--- src/rtl/bc_pkg.sv ---
// Shared types and constants for the two-source arbitrated command buffer.
package bc_pkg;

    typedef enum logic {
        BC_SRC_CTRL  = 1'b0,
        BC_SRC_AVOID = 1'b1
    } bc_src_e;

    localparam int BC_MODE_PRIO  = 0;
    localparam int BC_MODE_RR    = 1;
    localparam int BC_DATA_W_DEF = 16;
    localparam int BC_DEPTH_DEF  = 8;

endpackage

--- src/rtl/bc_fifo.sv ---
// Single-source FIFO: power-of-two depth, DEPTH+1-valued occupancy count,
// synchronous flush, push refused when full regardless of same-cycle pop.
module bc_fifo
    import bc_pkg::*;
#(
    parameter  int DATA_W = BC_DATA_W_DEF,
    parameter  int DEPTH  = BC_DEPTH_DEF,
    localparam int AW     = $clog2(DEPTH),
    localparam int CW     = AW + 1
) (
    input  logic              clk,
    input  logic              rst,
    input  logic              flush,
    input  logic              push,
    input  logic [DATA_W-1:0] push_data,
    input  logic              pop,
    output logic [DATA_W-1:0] pop_data,
    output logic [CW-1:0]     count,
    output logic              full,
    output logic              empty
);

    logic [DATA_W-1:0] mem_q [DEPTH];
    logic [AW-1:0]     wr_ptr_q, wr_ptr_d;
    logic [AW-1:0]     rd_ptr_q, rd_ptr_d;
    logic [CW-1:0]     count_q, count_d;
    logic              do_push, do_pop;

    assign full     = (count_q == CW'(DEPTH));
    assign empty    = (count_q == '0);
    assign count    = count_q;
    assign pop_data = mem_q[rd_ptr_q];

    always_comb begin
        do_push  = push && !full && !flush;
        do_pop   = pop && !empty && !flush;
        wr_ptr_d = wr_ptr_q;
        rd_ptr_d = rd_ptr_q;
        count_d  = count_q;
        if (flush) begin
            wr_ptr_d = '0;
            rd_ptr_d = '0;
            count_d  = '0;
        end else begin
            if (do_push) wr_ptr_d = wr_ptr_q + AW'(1);
            if (do_pop)  rd_ptr_d = rd_ptr_q + AW'(1);
            unique case ({do_push, do_pop})
                2'b10:   count_d = count_q + CW'(1);
                2'b01:   count_d = count_q - CW'(1);
                default: count_d = count_q;
            endcase
        end
    end

    always_ff @(posedge clk or negedge rst) begin
        if (!rst) begin
            wr_ptr_q <= '0;
            rd_ptr_q <= '0;
            count_q  <= '0;
        end else begin
            wr_ptr_q <= wr_ptr_d;
            rd_ptr_q <= rd_ptr_d;
            count_q  <= count_d;
        end
    end

    // Storage needs no reset: occupancy alone decides what is valid.
    always_ff @(posedge clk) begin
        if (do_push) mem_q[wr_ptr_q] <= push_data;
    end

endmodule

--- src/rtl/bc_arb_buffer.sv ---
// Two-source (ctrl/avoid) FIFO buffer with registered arbitrated output.
// Optional drop counters: define BC_ARB_BUFFER_DROP_CNT_EN.
module bc_arb_buffer
    import bc_pkg::*;
#(
    parameter  int DATA_W = BC_DATA_W_DEF,
    parameter  int DEPTH  = BC_DEPTH_DEF,
    parameter  int MODE   = BC_MODE_PRIO,
    localparam int CW     = $clog2(DEPTH) + 1
) (
    input  logic              clk,
    input  logic              rst,
    input  logic              flush,
    input  logic              ctrl_valid,
    input  logic [DATA_W-1:0] ctrl_data,
    output logic              ctrl_ready,
    input  logic              avoid_valid,
    input  logic [DATA_W-1:0] avoid_data,
    output logic              avoid_ready,
    output logic              out_valid,
    output logic [DATA_W-1:0] out_data,
    output logic              out_src,
    input  logic              out_ready,
`ifdef BC_ARB_BUFFER_DROP_CNT_EN
    output logic [7:0]        ctrl_drops,
    output logic [7:0]        avoid_drops,
`endif
    output logic [CW-1:0]     ctrl_count,
    output logic [CW-1:0]     avoid_count
);

    logic [DATA_W-1:0] c_data, a_data;
    logic              c_full, c_empty, a_full, a_empty;
    logic              c_pop, a_pop, load, sel_avoid;

    logic              out_valid_q, out_valid_d;
    logic [DATA_W-1:0] out_data_q, out_data_d;
    bc_src_e           out_src_q, out_src_d;
    bc_src_e           last_q, last_d;

    bc_fifo #(.DATA_W(DATA_W), .DEPTH(DEPTH)) u_ctrl_fifo (
        .clk       (clk),
        .rst       (rst),
        .flush     (flush),
        .push      (ctrl_valid),
        .push_data (ctrl_data),
        .pop       (c_pop),
        .pop_data  (c_data),
        .count     (ctrl_count),
        .full      (c_full),
        .empty     (c_empty)
    );

    bc_fifo #(.DATA_W(DATA_W), .DEPTH(DEPTH)) u_avoid_fifo (
        .clk       (clk),
        .rst       (rst),
        .flush     (flush),
        .push      (avoid_valid),
        .push_data (avoid_data),
        .pop       (a_pop),
        .pop_data  (a_data),
        .count     (avoid_count),
        .full      (a_full),
        .empty     (a_empty)
    );

    assign ctrl_ready  = !c_full;
    assign avoid_ready = !a_full;
    assign out_valid   = out_valid_q;
    assign out_data    = out_data_q;
    assign out_src     = out_src_q;

    always_comb begin
        // Round-robin only matters when both sources compete.
        sel_avoid = !a_empty;
        if (MODE == BC_MODE_RR && !a_empty && !c_empty)
            sel_avoid = (last_q == BC_SRC_CTRL);
        load  = (!out_valid_q || out_ready) && !(c_empty && a_empty) && !flush;
        c_pop = load && !sel_avoid;
        a_pop = load && sel_avoid;

        out_valid_d = out_valid_q;
        out_data_d  = out_data_q;
        out_src_d   = out_src_q;
        last_d      = last_q;
        if (flush) begin
            out_valid_d = 1'b0;
            last_d      = BC_SRC_CTRL;
        end else if (load) begin
            out_valid_d = 1'b1;
            out_data_d  = sel_avoid ? a_data : c_data;
            out_src_d   = sel_avoid ? BC_SRC_AVOID : BC_SRC_CTRL;
            last_d      = out_src_d;
        end else if (out_valid_q && out_ready) begin
            out_valid_d = 1'b0;
        end
    end

    always_ff @(posedge clk or negedge rst) begin
        if (!rst) begin
            out_valid_q <= 1'b0;
            out_data_q  <= '0;
            out_src_q   <= BC_SRC_CTRL;
            last_q      <= BC_SRC_CTRL;
        end else begin
            out_valid_q <= out_valid_d;
            out_data_q  <= out_data_d;
            out_src_q   <= out_src_d;
            last_q      <= last_d;
        end
    end

`ifdef BC_ARB_BUFFER_DROP_CNT_EN
    logic [7:0] c_drops_q, c_drops_d;
    logic [7:0] a_drops_q, a_drops_d;

    assign ctrl_drops  = c_drops_q;
    assign avoid_drops = a_drops_q;

    always_comb begin
        c_drops_d = c_drops_q;
        a_drops_d = a_drops_q;
        if (flush) begin
            c_drops_d = '0;
            a_drops_d = '0;
        end else begin
            if (ctrl_valid && c_full && c_drops_q != 8'hFF)
                c_drops_d = c_drops_q + 8'd1;
            if (avoid_valid && a_full && a_drops_q != 8'hFF)
                a_drops_d = a_drops_q + 8'd1;
        end
    end

    always_ff @(posedge clk or negedge rst) begin
        if (!rst) begin
            c_drops_q <= '0;
            a_drops_q <= '0;
        end else begin
            c_drops_q <= c_drops_d;
            a_drops_q <= a_drops_d;
        end
    end
`endif

endmodule

--- config.mk ---
export PLATFORM = sky130hd
export DESIGN_NAME = bc_arb_buffer
export DESIGN_NICKNAME = d
export VERILOG_FILES = /design/src/rtl/bc_pkg.sv /design/src/rtl/bc_fifo.sv /design/src/rtl/bc_arb_buffer.sv
export SDC_FILE = /design/constraint.sdc
export NUM_CORES = 1
export LEC_CHECK = 0
export CORE_UTILIZATION = 45
export CTS_CLUSTER_DIAMETER = 80
export DETAILED_ROUTE_END_ITERATION = 10
export GPL_TIMING_DRIVEN = 0
export PLACE_DENSITY = 0.65
export SYNTH_ARGS = -nofsm -noshare
export SYNTH_HDL_FRONTEND = slang
export SYNTH_SLANG_ARGS = --single-unit
--- constraint.sdc ---
create_clock -name clk -period 2.8 [get_ports clk]
set_input_delay 0.56 -clock clk [delete_from_list [all_inputs] [get_ports clk]]
set_output_delay 0.56 -clock clk [all_outputs]
set_load 0.03 [all_outputs]
## Yosys cells after proc, flatten, opt, wreduce, memory -nomap -nowiden

Memory sizes are Yosys's and may differ from the RTL's.
Cells that the tools add are included.

| word-level totals | value |
|---|---|
| flip-flop bits (word level) | 38 |
| RAM bits | 256 |
| output and inout port bits | 28 |
| memories kept | 2 |

Memory list:

| memory | words | bits a word | read ports | clocked after Yosys merged registers in | write ports | line | RTL |
|---|---|---|---|---|---|---|---|
| u_avoid_fifo.mem_q | 8 | 16 | 1 | 0 | 1 | bc_fifo.sv:23 | `logic [DATA_W-1:0] mem_q [DEPTH];` |
| u_ctrl_fifo.mem_q | 8 | 16 | 1 | 0 | 1 | bc_fifo.sv:23 |  |

| cells by class | value |
|---|---|
| add/sub/neg operators | 8 |
| equality and inequality tests | 6 |
| multiplexer cells | 21 |
| bitwise gates (word level) | 1 |
| reductions and logical operators | 32 |

Operators with widths:

| cell | count |
|---|---|
| 2-to-1 mux 3 bit | 8 |
| 2-to-1 mux 16 bit | 1 |
| one-hot mux 4 bit (2 select lines) | 2 |
| logical AND 1 bit | 14 |
| adder 3 x 1 -> 3 bit, second input constant | 4 |
| nonzero test 3 bit | 3 |
| adder 4 x 1 -> 4 bit, second input constant | 2 |
| == test 4 bit, second input constant | 2 |
| logical NOT 4 bit | 2 |
| 2-to-1 mux 1 bit | 8 |
| 2-to-1 mux 4 bit | 2 |
| nonzero test 2 bit | 4 |
| subtractor 4 x 1 -> 4 bit, second input constant | 2 |
| logical NOT 1 bit | 7 |
| == test 2 x 1 -> 1 bit, second input constant | 2 |
| == test 2 bit, second input constant | 2 |
| AND reduction 2 bit | 1 |
| logical OR 1 bit | 1 |
| inverter 1 bit | 1 |

## Logic depth before layout (Yosys ltp)

| depth | value |
|---|---|
| depth after elaboration | 11 |
| depth in mapped cells | 10 |
| depth with buffers taken out | 9 |

## Modules after synthesis

Synthesis repeated with hierarchy kept, for this count alone.

| unflattened totals | value |
|---|---|
| cells, all modules | 591 |
| area total of the unflattened synthesis | 11,964.0 um2 |

Modules (own cells, without submodules):

| module | instances | cells each | area an instance (um2) | seq. area each (um2) |
|---|---|---|---|---|
| bc_fifo at u_avoid_fifo | 1 | 263 | 5,517.8 | 4,093.9 |
| bc_fifo at u_ctrl_fifo | 1 | 264 | 5,491.5 | 4,093.9 |
| bc_arb_buffer | 1 | 64 | 954.7 | 450.4 |

## Least setup slack after synthesis

No wires, ideal clock.

| timing path | value |
|---|---|
| path type | register -> register |
| from | reg u_avoid_fifo.count_q[0], in the netlist u_avoid_fifo.count[0] |
| to | mem u_avoid_fifo.mem_q[0][0] (netlist name) (enable) |
| setup time | 0.409 ns |
| arrival time | 2.740 ns |
| path slack | -0.350 ns |
| cell stages (with the launch flop) | 6 |
| path through | dfrtp_1 -> or4b_2 -> buf_2 -> nand2_1 -> or3_1 -> nor3_1 |

| on the way | value |
|---|---|
| cells in the longest elaborated chain, start to end | 6 |

Ends and longest elaborated chain:

| item | line | RTL |
|---|---|---|
| start: declaration | bc_fifo.sv:26 | `logic [CW-1:0] count_q, count_d;` |
| start signal: assignment | bc_fifo.sv:63 | `count_q <= count_d;` |
| == test 4 bit | bc_fifo.sv:29 | `assign full = (count_q == CW'(DEPTH));` |
| logical NOT 1 bit | - |  |
| via avoid_ready | bc_arb_buffer.sv:19 | `output logic avoid_ready,` |
| logical AND 1 bit (2 in series) | bc_fifo.sv:35 | `do_push = push && !full && !flush;` |
| 2-to-1 mux 1 bit | bc_fifo.sv:69 | `if (do_push) mem_q[wr_ptr_q] <= push_data;` |
| 2-to-1 mux 1 bit (not written as such) | bc_fifo.sv:69 |  |
| end: declaration | bc_fifo.sv:23 |  |

The timed path passes the listed nets, and every way through them passes these cells.

## Worst setup path after layout

| timing path | value |
|---|---|
| from | reg u_avoid_fifo.count_q[0], in the netlist u_avoid_fifo.count[0] |
| to | out avoid_ready |

| on the way | value |
|---|---|
| cells in the longest elaborated chain, start to end | 2 |

Ends and longest elaborated chain:

| item | line | RTL |
|---|---|---|
| == test 4 bit | bc_fifo.sv:29 |  |
| logical NOT 1 bit | bc_arb_buffer.sv:68 | `assign avoid_ready = !a_full;` |
| end: declaration | bc_arb_buffer.sv:19 |  |

Every way passes these cells.

==> flow_summary.toml <==
[clocking]
cts_sinks = 294
clk_path_buf_depth = 3
hold_buffers = 0
cts_tree = "yes"
clkTransAtPathRegs_ps = 60
cts_buffers = 29
cts-root-buf = "clkbuf_16"
h-tree-depth = 1
clk_latency_ps = 550

[cells_and_area]
drive_gt1_share_pct = 24.06
final_util_pct = 55.39
num_antenna_cells = 0
nNetsFinal = 744
design_area_um2 = 13910
area_growth_pct = 21.00

[logic_synthesis]
ys_seq_elements = 294
synth_flop_cell = "edfxtp_1"
synth_top_area_share_pct = 66.88
synth_edf_count = 256
synth_xor_area_share_pct = 1.056
syn_avg_cell_area_um2 = 19.88
ys_warn_count = 0
synthAdderAreaFrac_pct = 1.045
syn_area_um2 = 11490
synth_top_family_by_area = "multiplexers"
synth_area_leaders = "edfxtp_1 (67%), mux4_2 (13%), dfrtp_1 (8.3%)"
synth_cell_type_count = 43
synth_compound_area_share_pct = 2.950
async_reset_ff_share_pct = 12.93
yosys.area.top_type = "edfxtp_1"
synthMuxAreaShare_pct = 14.51
synthSimpleGateAreaFrac_pct = 4.159
syn_nets = 625
yosysSeqAreaShare_pct = 75.16
synthCells = 578

[global_routing]
grt_antenna_before_repair = 0
grt_overflow = 0
grtUsageTotal_pct = 19.18
grt_max_degree = 39
grt_pass1_vias = 6071
gr-usage-met2_pct = 32.01
use_met3_pct = 2.477
met1_usage_pct = 26.97
grt_pass1_wl_um = 36760
top_usage_layer = "met2"

[placement]
placed_area_um2 = 12930
dpl.hpwl_um = 16470
place_congestion = 0.7666
io_buffers = 64

[drt]
drt_iter0_markers = 608
via_per_inst = 5.567
wl_per_cell_um = 23.10
antenna_left = 0
routed_wirelength_um = 24240
vias = 5840
dr.pass1.iters = 4
drc_errors = 0

[sta]
finalCritPeriodShare_pct = 98.14
slew-limit-headroom_pct = 34.15
hold_violations = 0
fmax_mhz = 363.9
fin_skew_ps = 26.16
finalSetupTns_ps = 0
worst_pin_slew_ps = 987.7
min_period_ps = 2748
slew_viol_final = 0
setup_viol = 0

[setup_path]
worst_ep_required_time_ps = 2240
cp-end-kind = "output port"
crit_arrival_ps = 2190
r2r_setup_slack_ps = 70
reg2reg_from = "u_avoid_fifo.count[0]"
crit_type = "reg2out"
r2r-end = "u_avoid_fifo.count[3]"
ff2ff_path_depth = 9
path_max_fanout = 5
startpoint = "u_avoid_fifo.count[0]"
startpoint_type = "flop"

[floorplanning]
die_h_um = 161.8
start_util_pct = 45.77
placementRows = 58
pin_count = 66
core_um2 = 25110
die_w_um = 161.8
die_area_um2 = 26180

[min_path]
hold_path_class = "in2async"

[power_and_ir_drop]
p_total_mw = 12.27
ir_drop_mv = 0.5114
cellPowerDensity_nw_per_um2 = 882.4
p_leak_nw = 4.504

[flow_run]
maxCapViolCount = 0

[run_status]
outcome = "finished clean"
[cells in the mapped netlist, types with 3 or more instances]
| library cell | count |
|---|---|
| a21oi_1 | 6 |
| a22oi_1 | 15 |
| a31oi_1 | 3 |
| and2_1 | 3 |
| buf_1 | 3 |
| buf_2 | 7 |
| clkbuf_1 | 19 |
| dfrtp_1 | 38 |
| edfxtp_1 | 256 |
| ha_1 | 8 |
| inv_1 | 3 |
| mux2i_1 | 20 |
| mux4_2 | 64 |
| nand2_1 | 29 |
| nand2b_1 | 6 |
| nand3_1 | 4 |
| nand4_1 | 3 |
| nor2_1 | 30 |
| nor3_1 | 5 |
| o211ai_1 | 17 |
| or3_1 | 3 |
| xnor2_1 | 7 |
| xor2_1 | 5 |
[how the worst max path moves through the flow]
stage	endpoint	slack, ps	depth (start not counted)
global placement	u_avoid_fifo.mem_q[1][3]	-1260	3
CTS	out_data[7]	9	8
global route	u_ctrl_fifo.count[3]	-3	9
detailed placement	out_data[7]	-500	6
floorplan	u_ctrl_fifo.count[3]	10	10
finish	avoid_ready	50	3
[layer usage]
layer  vias up  share of wire (%)
met5         -                  0
met4         0                1.6
met3        38                4.9
met2       167                 50
met1      3046                 44
li1       2589                  -
[critical path, stage by stage, from the launching register on]
cell	delay (ps)
dfrtp_2	440
or4b_2	680
buf_6	160
dlygate4sd2_1	350
[power breakdown]
group / switching (mW) / internal [mW] / total [mW]
registers: 0.248 / 5.09 / 5.34
clock network: 1.56 / 2.12 / 3.68
logic: 1.75 / 1.50 / 3.25
total: 3.56 / 8.71 / 12.3
[logic make-up (layout without fill, tap and decap cells)]
kind of cell	Yosys count	count (layout)
fa+ha+maj	9	9
mux	86	86
simple gates	96	96
xor+xnor	13	13
compound gates	48	48
flops	294	294
buf+inv	32	173
[registers in the layout, indices dropped and copies added, names as in the netlist, 4 cells and up]
register	count
u_avoid_fifo.mem_q	128
u_avoid_fifo.count	4
u_ctrl_fifo.mem_q	128
u_ctrl_fifo.count	4
out_data	16
[through the flow]
stage	setup slack, ps	std cells	hold slack, ps
finish	52.06	1049	126.6
global route	-3.299	1049	197.5
CTS	8.752	1044	137.4
detailed placement	-495.4	988	509.0
global placement	-1256	972	487.1
floorplan	10.51	578	264.4
[layout make-up]
cell class | instances | area [µm²]
Buffer | 29 | 128.9
Clock inverter | 11 | 108.9
Timing Repair Buffer | 88 | 973.4
Inverter | 3 | 11.26
Sequential cell | 294 | 8645
Clock buffer | 42 | 784.5
Multi-Input combinational cell | 252 | 2843
Tap cell | 330 | 412.9
Fill cell | 1923 | 11200
[placed cells by master, fill, tap and decap left out, drive strengths merged, types with 3 or more instances in the layout]
cell           synthesis  routed
clkdlybuf4s50          0      62
inv                    3       4
xor2                   5       5
buf                   10      35
a31oi                  3       3
dfrtp                 38      38
and2                   4       4
ha                     8       8
a22oi                 15      15
nand4                  3       3
nor4                   3       3
mux2i                 20      20
clkbuf                19      61
nand3                  4       4
xnor2                  8       8
nor3                   6       6
a21oi                  6       6
clkinv                 0       7
edfxtp               256     256
nand2                 29      29
nor2                  30      30
or4b                   3       3
mux4                  64      64
o211ai                17      17
nand2b                 6       6
or3                    3       3
[what timing repair did]
action / in CTS / in global routing
buffers inserted: 3 / 5
gates cloned: 0 / 0
pin swaps: 1 / 1
setup endpoints to repair: 3 / 12
resized for setup: 4 / 4
Power figures use the tool's default switching activity.
